===== config.mk =====
export PLATFORM = sky130hd
export DESIGN_NAME = turn_signal_scheduler_flat
export DESIGN_NICKNAME = d
export VERILOG_FILES = /design/src/rtl/turn_signal_scheduler_if.sv /design/src/rtl/turn_signal_scheduler.sv /design/src/flat_wrapper.sv
export SDC_FILE = /design/constraint.sdc
export NUM_CORES = 1
export LEC_CHECK = 0
export BUFFER_PORTS_ARGS = -buffer_cell sky130_fd_sc_hd__clkbuf_2
export CELL_PAD_IN_SITES_DETAIL_PLACEMENT = 2
export CELL_PAD_IN_SITES_GLOBAL_PLACEMENT = 2
export CORE_MARGIN = 1.5
export CORE_UTILIZATION = 36
export CTS_CLUSTER_DIAMETER = 200
export DETAILED_ROUTE_END_ITERATION = 10
export GPL_ROUTABILITY_DRIVEN = 0
export PLACE_DENSITY_LB_ADDON = 0.15
export SETUP_SLACK_MARGIN = 0.15
export SYNTH_ARGS = -nofsm -noshare
export SYNTH_HDL_FRONTEND = slang
export SYNTH_SLANG_ARGS = --single-unit

===== constraint.sdc =====
create_clock -name clk -period 0.86 [get_ports clk]
set_input_delay 0.086 -clock clk [delete_from_list [all_inputs] [get_ports clk]]
set_output_delay 0.086 -clock clk [all_outputs]
set_load 0.02 [all_outputs]

===== src/rtl/turn_signal_scheduler_if.sv =====
// Request and lamp bundle between the switch debounce logic and the tail-lamp drivers.
// The master side drives requests and watches lamps; the slave side is the scheduler.
interface turn_signal_scheduler_if;
  logic left;
  logic right;
  logic hazard;
  logic brake;
  logic la;
  logic lb;
  logic lc;
  logic ra;
  logic rb;
  logic rc;
  logic busy;

  modport master (
    output left, right, hazard, brake,
    input  la, lb, lc, ra, rb, rc, busy
  );

  modport slave (
    input  left, right, hazard, brake,
    output la, lb, lc, ra, rb, rc, busy
  );
endinterface


===== src/rtl/turn_signal_scheduler.sv =====
// Thunderbird tail-lamp scheduler: arbitrates left/right/hazard requests, paces the
// chosen pattern with a step prescaler and overlays brake on lamps not owned by a turn.
module turn_signal_scheduler #(
  parameter int unsigned TICK_DIV = 4
) (
  input logic                     clk,
  input logic                     reset,
  turn_signal_scheduler_if.slave  bus
);

  typedef enum logic [3:0] {
    StIdle, StL1, StL2, StL3, StR1, StR2, StR3, StGap, StHzOn, StHzOff
  } state_e;

  localparam logic [7:0] CntMax = 8'(TICK_DIV - 1);

  state_e      state_q, state_d;
  logic [7:0]  cnt_q, cnt_d;
  logic [2:0]  lamp_l_q, lamp_l_d;
  logic [2:0]  lamp_r_q, lamp_r_d;
  logic        busy_q;
  logic        tick;
  logic [1:0]  rst_sync_q;
  logic        rst_int_n;

  // Assertion passes straight through; release is retimed to clk over two flops.
  always_ff @(posedge clk or negedge reset) begin
    if (!reset) begin
      rst_sync_q <= 2'b00;
    end else begin
      rst_sync_q <= {rst_sync_q[0], 1'b1};
    end
  end

  assign rst_int_n = rst_sync_q[1];
  assign tick      = (cnt_q == CntMax);

  always_comb begin
    state_d = state_q;
    cnt_d   = (state_q == StIdle || tick) ? 8'd0 : cnt_q + 8'd1;
    if (state_q == StIdle) begin
      if (bus.hazard || (bus.left && bus.right)) begin
        state_d = StHzOn;
      end else if (bus.left) begin
        state_d = StL1;
      end else if (bus.right) begin
        state_d = StR1;
      end
    end else if (tick) begin
      case (state_q)
        StL1:    state_d = StL2;
        StL2:    state_d = StL3;
        StL3:    state_d = StGap;
        StR1:    state_d = StR2;
        StR2:    state_d = StR3;
        StR3:    state_d = StGap;
        StHzOn:  state_d = StHzOff;
        default: state_d = StIdle;
      endcase
      // Hazard may cut into a turn or its gap, but never into its own on/off pair.
      if (bus.hazard && state_q != StHzOn && state_q != StHzOff) begin
        state_d = StHzOn;
      end
    end
  end

  always_comb begin
    lamp_l_d = {3{bus.brake}};
    lamp_r_d = {3{bus.brake}};
    case (state_d)
      StL1:    lamp_l_d = 3'b100;
      StL2:    lamp_l_d = 3'b110;
      StL3:    lamp_l_d = 3'b111;
      StR1:    lamp_r_d = 3'b100;
      StR2:    lamp_r_d = 3'b110;
      StR3:    lamp_r_d = 3'b111;
      StHzOn: begin
        lamp_l_d = 3'b111;
        lamp_r_d = 3'b111;
      end
      StHzOff: begin
        lamp_l_d = 3'b000;
        lamp_r_d = 3'b000;
      end
      default: ;
    endcase
  end

  always_ff @(posedge clk or negedge rst_int_n) begin
    if (!rst_int_n) begin
      state_q  <= StIdle;
      cnt_q    <= 8'd0;
      lamp_l_q <= 3'b000;
      lamp_r_q <= 3'b000;
      busy_q   <= 1'b0;
    end else begin
      state_q  <= state_d;
      cnt_q    <= cnt_d;
      lamp_l_q <= lamp_l_d;
      lamp_r_q <= lamp_r_d;
      busy_q   <= (state_d != StIdle);
    end
  end

  assign bus.la   = lamp_l_q[2];
  assign bus.lb   = lamp_l_q[1];
  assign bus.lc   = lamp_l_q[0];
  assign bus.ra   = lamp_r_q[2];
  assign bus.rb   = lamp_r_q[1];
  assign bus.rc   = lamp_r_q[0];
  assign bus.busy = busy_q;

endmodule

===== src/flat_wrapper.sv =====
// flat-port wrapper written by rule: the top's interface ports become plain ports
module turn_signal_scheduler_flat 
#(
  parameter int unsigned TICK_DIV = 4
)
  (clk, reset, bus_left, bus_right, bus_hazard, bus_brake, bus_la, bus_lb, bus_lc, bus_ra, bus_rb, bus_rc, bus_busy);
  turn_signal_scheduler_if bus_i ();
  input logic clk;
  input logic reset;
  input wire logic [$bits(bus_i.left)-1:0] bus_left;
  input wire logic [$bits(bus_i.right)-1:0] bus_right;
  input wire logic [$bits(bus_i.hazard)-1:0] bus_hazard;
  input wire logic [$bits(bus_i.brake)-1:0] bus_brake;
  output wire logic [$bits(bus_i.la)-1:0] bus_la;
  output wire logic [$bits(bus_i.lb)-1:0] bus_lb;
  output wire logic [$bits(bus_i.lc)-1:0] bus_lc;
  output wire logic [$bits(bus_i.ra)-1:0] bus_ra;
  output wire logic [$bits(bus_i.rb)-1:0] bus_rb;
  output wire logic [$bits(bus_i.rc)-1:0] bus_rc;
  output wire logic [$bits(bus_i.busy)-1:0] bus_busy;
  assign bus_i.left = bus_left;
  assign bus_i.right = bus_right;
  assign bus_i.hazard = bus_hazard;
  assign bus_i.brake = bus_brake;
  assign bus_la = bus_i.la;
  assign bus_lb = bus_i.lb;
  assign bus_lc = bus_i.lc;
  assign bus_ra = bus_i.ra;
  assign bus_rb = bus_i.rb;
  assign bus_rc = bus_i.rc;
  assign bus_busy = bus_i.busy;
  turn_signal_scheduler #(.TICK_DIV(TICK_DIV)) u_core (.clk(clk), .reset(reset), .bus(bus_i));
endmodule

==> impl_results.md, run 1 <==
* Outcome: did not finish
* Fail Step: global routing
* Tool error: [ERROR DPL-0033] detailed placement checks failed during check placement.
* Synthesized Nets at between 100 and 150
* WEP type: register data pin
* Sequential area share after synthesis at 0.448
* Max Buffers Root-to-Sink at 2
* Port bufs at 12
* Initial antenna violation count at 0
* Post-synth top area cell: dfrtp_1
* Yosys cell types at 46
* CTS H-tree lvls at 1
* Clock Sinks at 21
* Synth top cells by count: dfrtp_1 (21), nor2_1 (14), a21oi_1 (7)
* Largest net degree at the start of global routing at 20
* Share of the synthesized area in the top cell type at 0.448
* Avg Cell Area, Syn at 9.94 µm²
* Num ports at 13
* Most numerous cell in the Yosys netlist: dfrtp_1
* DP Worst Slack at -1430 ps
* Largest cells by area after synthesis: dfrtp_1 (45%), nor2_1 (4.5%), a21oi_1 (3.0%)
* Number of core rows at 20
* Synthesized area at approximately 1200 µm²
* Total CTS buffers at 3
* Ys flop type: dfrtp_1
* Number of synthesized register bits at 21
* Die Wd at roughly 60 µm
* Post-synth EDFFs at 0
* Ys Warns at 0
* Worst Endpoint after GRT Repair: u_core.lamp_l_q[0]$_DFF_PN0_/D
* Die Y at ~60 µm
* HPWL after DPL at between 3000 and 4000 µm
* Mapped Cells at 118
* Ys async rst share at 1.00
* Root buffer cell: clkbuf_4
* Initial core utilization at 0.381
-- what timing repair did --
action                                  in CTS
pin swaps                                    6
resized for setup                           16
hold endpoints to repair                     2
hold buffers                                 1
setup buffers                                6
endpoints found under the setup margin      26
-- per-stage QoR --
step	instances	instance area [µm²]	utilization
after floorplan	118	1250	-
after detailed placement	209	1630	0.529
after global placement	209	1630	0.529
after CTS	220	1770	0.575
-- kinds of logic after synthesis --
| group | after synthesis | share of synthesized area |
|---|---|---|
| buffers and inverters | 8 | 0.0310 |
| muxes | 2 | 0.0192 |
| DFF | 21 | 0.448 |
| AOI/OAI and AO/OA | 32 | 0.205 |
| adders and majority gates | 1 | 0.0107 |
| other | 1 | 0.00320 |
| and+or+nand+nor | 46 | 0.231 |
| xor gates and xnor gates | 7 | 0.0523 |
==> run 2, diff against run 1 <==
==> config.mk (replaced) <==
export PLATFORM = sky130hd
export DESIGN_NAME = turn_signal_scheduler_flat
export DESIGN_NICKNAME = d
export VERILOG_FILES = /design/src/rtl/turn_signal_scheduler_if.sv /design/src/rtl/turn_signal_scheduler.sv /design/src/flat_wrapper.sv
export SDC_FILE = /design/constraint.sdc
export NUM_CORES = 1
export LEC_CHECK = 0
export BUFFER_PORTS_ARGS = -buffer_cell sky130_fd_sc_hd__clkbuf_2
export CORE_AREA = 2 2 63 65
export DETAILED_ROUTE_END_ITERATION = 10
export DIE_AREA = 0 0 65 67
export GPL_ROUTABILITY_DRIVEN = 0
export PLACE_DENSITY_LB_ADDON = 0.15
export SYNTH_ARGS = -nofsm -noshare
export SYNTH_HDL_FRONTEND = slang
export SYNTH_SLANG_ARGS = --single-unit
==> run 2 against run 1 <==
The flow now finishes, with violations (setup timing). Synthesized cell count did not move. Area after synthesis unchanged.
==> impl_results.md, run 2 <==
* Core ar. at 3610 µm²
* RSZ-0062 raised after global routing: yes
* Slowest Stage Delay on Critical Path at 560 ps
* Clock Sinks at 21 (unchanged)
* Number of nets with antenna violations after routing at 0
* Data arrival, critical path at 2300 ps
* CP Cell Sequence: or4_4, a2111oi_4, nor4_4, and2_4, mux2_2, a211o_1
* HPWL after DPL at 2130 µm (-37%)
* Total gr overflow at 0
* CP bufs+invs at 0
* Antenna diodes at 0
* Initial antenna violation count at 0
* Post-synth top area cell: dfrtp_1
* Hold Vio Cnt, Final at 0
* Largest delay contributor family on the critical path: simple AND/OR/NAND/NOR gates
* Cell area power density at 3750 nW/µm²
* Setup WS post-layout at -1280 ps
* CTS H-tree lvls at 1 (unchanged)
* Largest cells by area after synthesis: dfrtp_1 (45%), nor2_1 (4.5%), a21oi_1 (3.0%)
* Ys async rst share at 1.00 (unchanged)
* Vias per inst at between 5 and 6
* Share of layout cells above drive strength 1 at 0.523
* Biggest regs: u_core.cnt_q: 8 flops, u_core.state_q: 4 flops
* Number of core rows at 22 (+10%)
* Full die area at 4360 µm²
* Placed inst area at 1620 µm² (-0.61%)
* Initial core utilization at 0.325 (-0.0558)
* Outcome: finished, violations left
* Post-synth EDFFs at 0 (unchanged)
* Synthesized area at 1170 µm² (unchanged)
* Maximum VDD drop at 1.64 mV
* Die Y at 67 µm (+12%)
* Most common cell after layout, fill and taps aside: buf_4
* Area growth syn-to-layout at 56.6%
* Commonest non-fill, non-tap cells in the layout: buf_4 (37), dfrtp_1 (21), buf_6 (14), nor2_1 (10)
* Yosys cell types at 46 (unchanged)
* Share of the synthesized area in the top cell type at 0.448 (unchanged)
* Port bufs at 12 (unchanged)
* Synthesized Nets at 125 (unchanged)
* Ys Warns at 0 (unchanged)
* Max Cap Viol at 0
* Min Tclk post-route at 2140 ps
* DR pass1 iterations at 4
* Root buffer cell: clkbuf_8
* Clock transition at path regs at roughly 80 ps
* Post-route DRC at 0
* Crit Path Category: flip-flop to flip-flop
* Final Setup Violations at 22
* Failing checks: setup timing
* Die Wd at 65 µm (+8.2%)
* Req. time, crit path at 1010 ps
* Cell at the slowest stage of the critical path: or4_4
* LEAKAGE at 0.823 nW
* Max reg flops at 8
* Total CTS buffers at 3 (unchanged)
* WL/cell at 13.0 µm
* Skew-Pair Late Insertion Delay at 260 ps
* Num ports at 13 (unchanged)
* Critical Path Source: u_core.cnt_q[4]
* Number of synthesized register bits at 21 (unchanged)
* Global Route Usage Sum at 0.148
* Worst R2R Setup Slack at -1280 ps
* Reg-to-Reg Start: u_core.cnt_q[4]
* Slew Viols, Final at 0
* Final period util at 2.49
* Worst Setup End Kind: flip-flop
* Final clock skew at 5.32 ps
* Avg Cell Area, Syn at 9.94 µm² (unchanged)
* Final Cell Area at between 1500 and 2000 µm²
* Final Power at 6.88 mW
* First-pass GRT wire length at around 4900 µm
* Synth top cells by count: dfrtp_1 (21), nor2_1 (14), a21oi_1 (7)
* DRT Wirelength at 2890 µm
* Final core area utilization at 0.509
* TritonCTS clock tree: yes
* Via count at 1114
* Crit Path Max Fanout at 3
* Initial detailed-routing violation count at 25
* HP Class: primary input to asynchronous set/reset pin
* Most numerous cell in the Yosys netlist: dfrtp_1
* Ys flop type: dfrtp_1
* Nets@finish at 182
* Kind of start point of the critical path: flip-flop
* Fmax at roughly 470 MHz
* Vias in the first global route at about 1.1k
* Mapped Cells at 118 (unchanged)
* Most flops, register: u_core.cnt_q
* Sequential area share after synthesis at 0.448 (unchanged)
* Largest net degree at the start of global routing at 12
* Max Buffers Root-to-Sink at 2 (unchanged)
## run 2: worst paths after layout
kind	to	depth (start not counted)
max in group asynchronous	u_core.state_q[2]	1
min in group clk	u_core.lamp_r_q[0]	2
min	u_core.rst_sync_q[0]	2
min reg2reg	u_core.lamp_r_q[1]	1
max	u_core.lamp_r_q[1]	6
max reg2reg	u_core.lamp_r_q[1]	6
## run 2: routing by layer
metal,global-route usage,vias up,share of wire
met4,0.0824,0,0.024
met3,0.0253,7,0.036
met5,0,-,0
li1,-,540,-
met2,0.259,23,0.51
met1,0.170,544,0.43
## run 2: cell families after synthesis
kind of cell               Yosys count  share of synthesized area
DFF                                 21                      0.448
muxes                                2                     0.0192
adders and majority gates            1                     0.0107
and+or+nand+nor                     46                      0.231
buffers and inverters                8                     0.0310
xor gates and xnor gates             7                     0.0523
AOI/OAI and AO/OA                   32                      0.205
other                                1                    0.00320
## run 2: layout make-up
| type | count | area [µm²] |
|---|---|---|
| Clock buffer | 4 | 45.0 |
| Fill cell | 340 | 1770 |
| Sequential cell | 21 | 526 |
| Timing Repair Buffer | 57 | 470 |
| Multi-Input combinational cell | 89 | 718 |
| Inverter | 3 | 16.3 |
| Tap cell | 48 | 60.1 |
## run 2: power by group
| group | switching, mW | internal (mW) |
|---|---|---|
| registers | 0.206 | 1.34 |
| clock network | 0.321 | 0.330 |
| logic | 2.16 | 2.51 |
| total | 2.69 | 4.19 |
## run 2: stage by stage
step	worst slack, ps	hold slack, ps	setup TNS, ps	cells
detailed placement	-1310	-126	-16480	211
finish	-1280	132	-17080	222
global route	-1370	131	-19120	222
floorplan	-1280	-210	-14120	118
global placement	-1260	-128	-16230	211
CTS	-1270	123	-16800	219
## run 2: repair_timing
action / 4_1_cts / 5_1_grt
endpoints found under the setup margin: 26 / 26
gates resized for setup: 9 / 31
setup buffers: 3 / 3
hold buffers: 1 / 0
pin swaps: 6 / 2
endpoints found under the hold margin: 2 / 0
## run 2: worst reg2reg max path, stage by stage, from the launching register on
cell and delay, ps:
dfrtp_1 390, or4_4 560, a2111oi_4 340, nor4_4 100, and2_4 160, mux2_2 250, a211o_1 250
No activity file was read; power rests on OpenSTA's default activity.
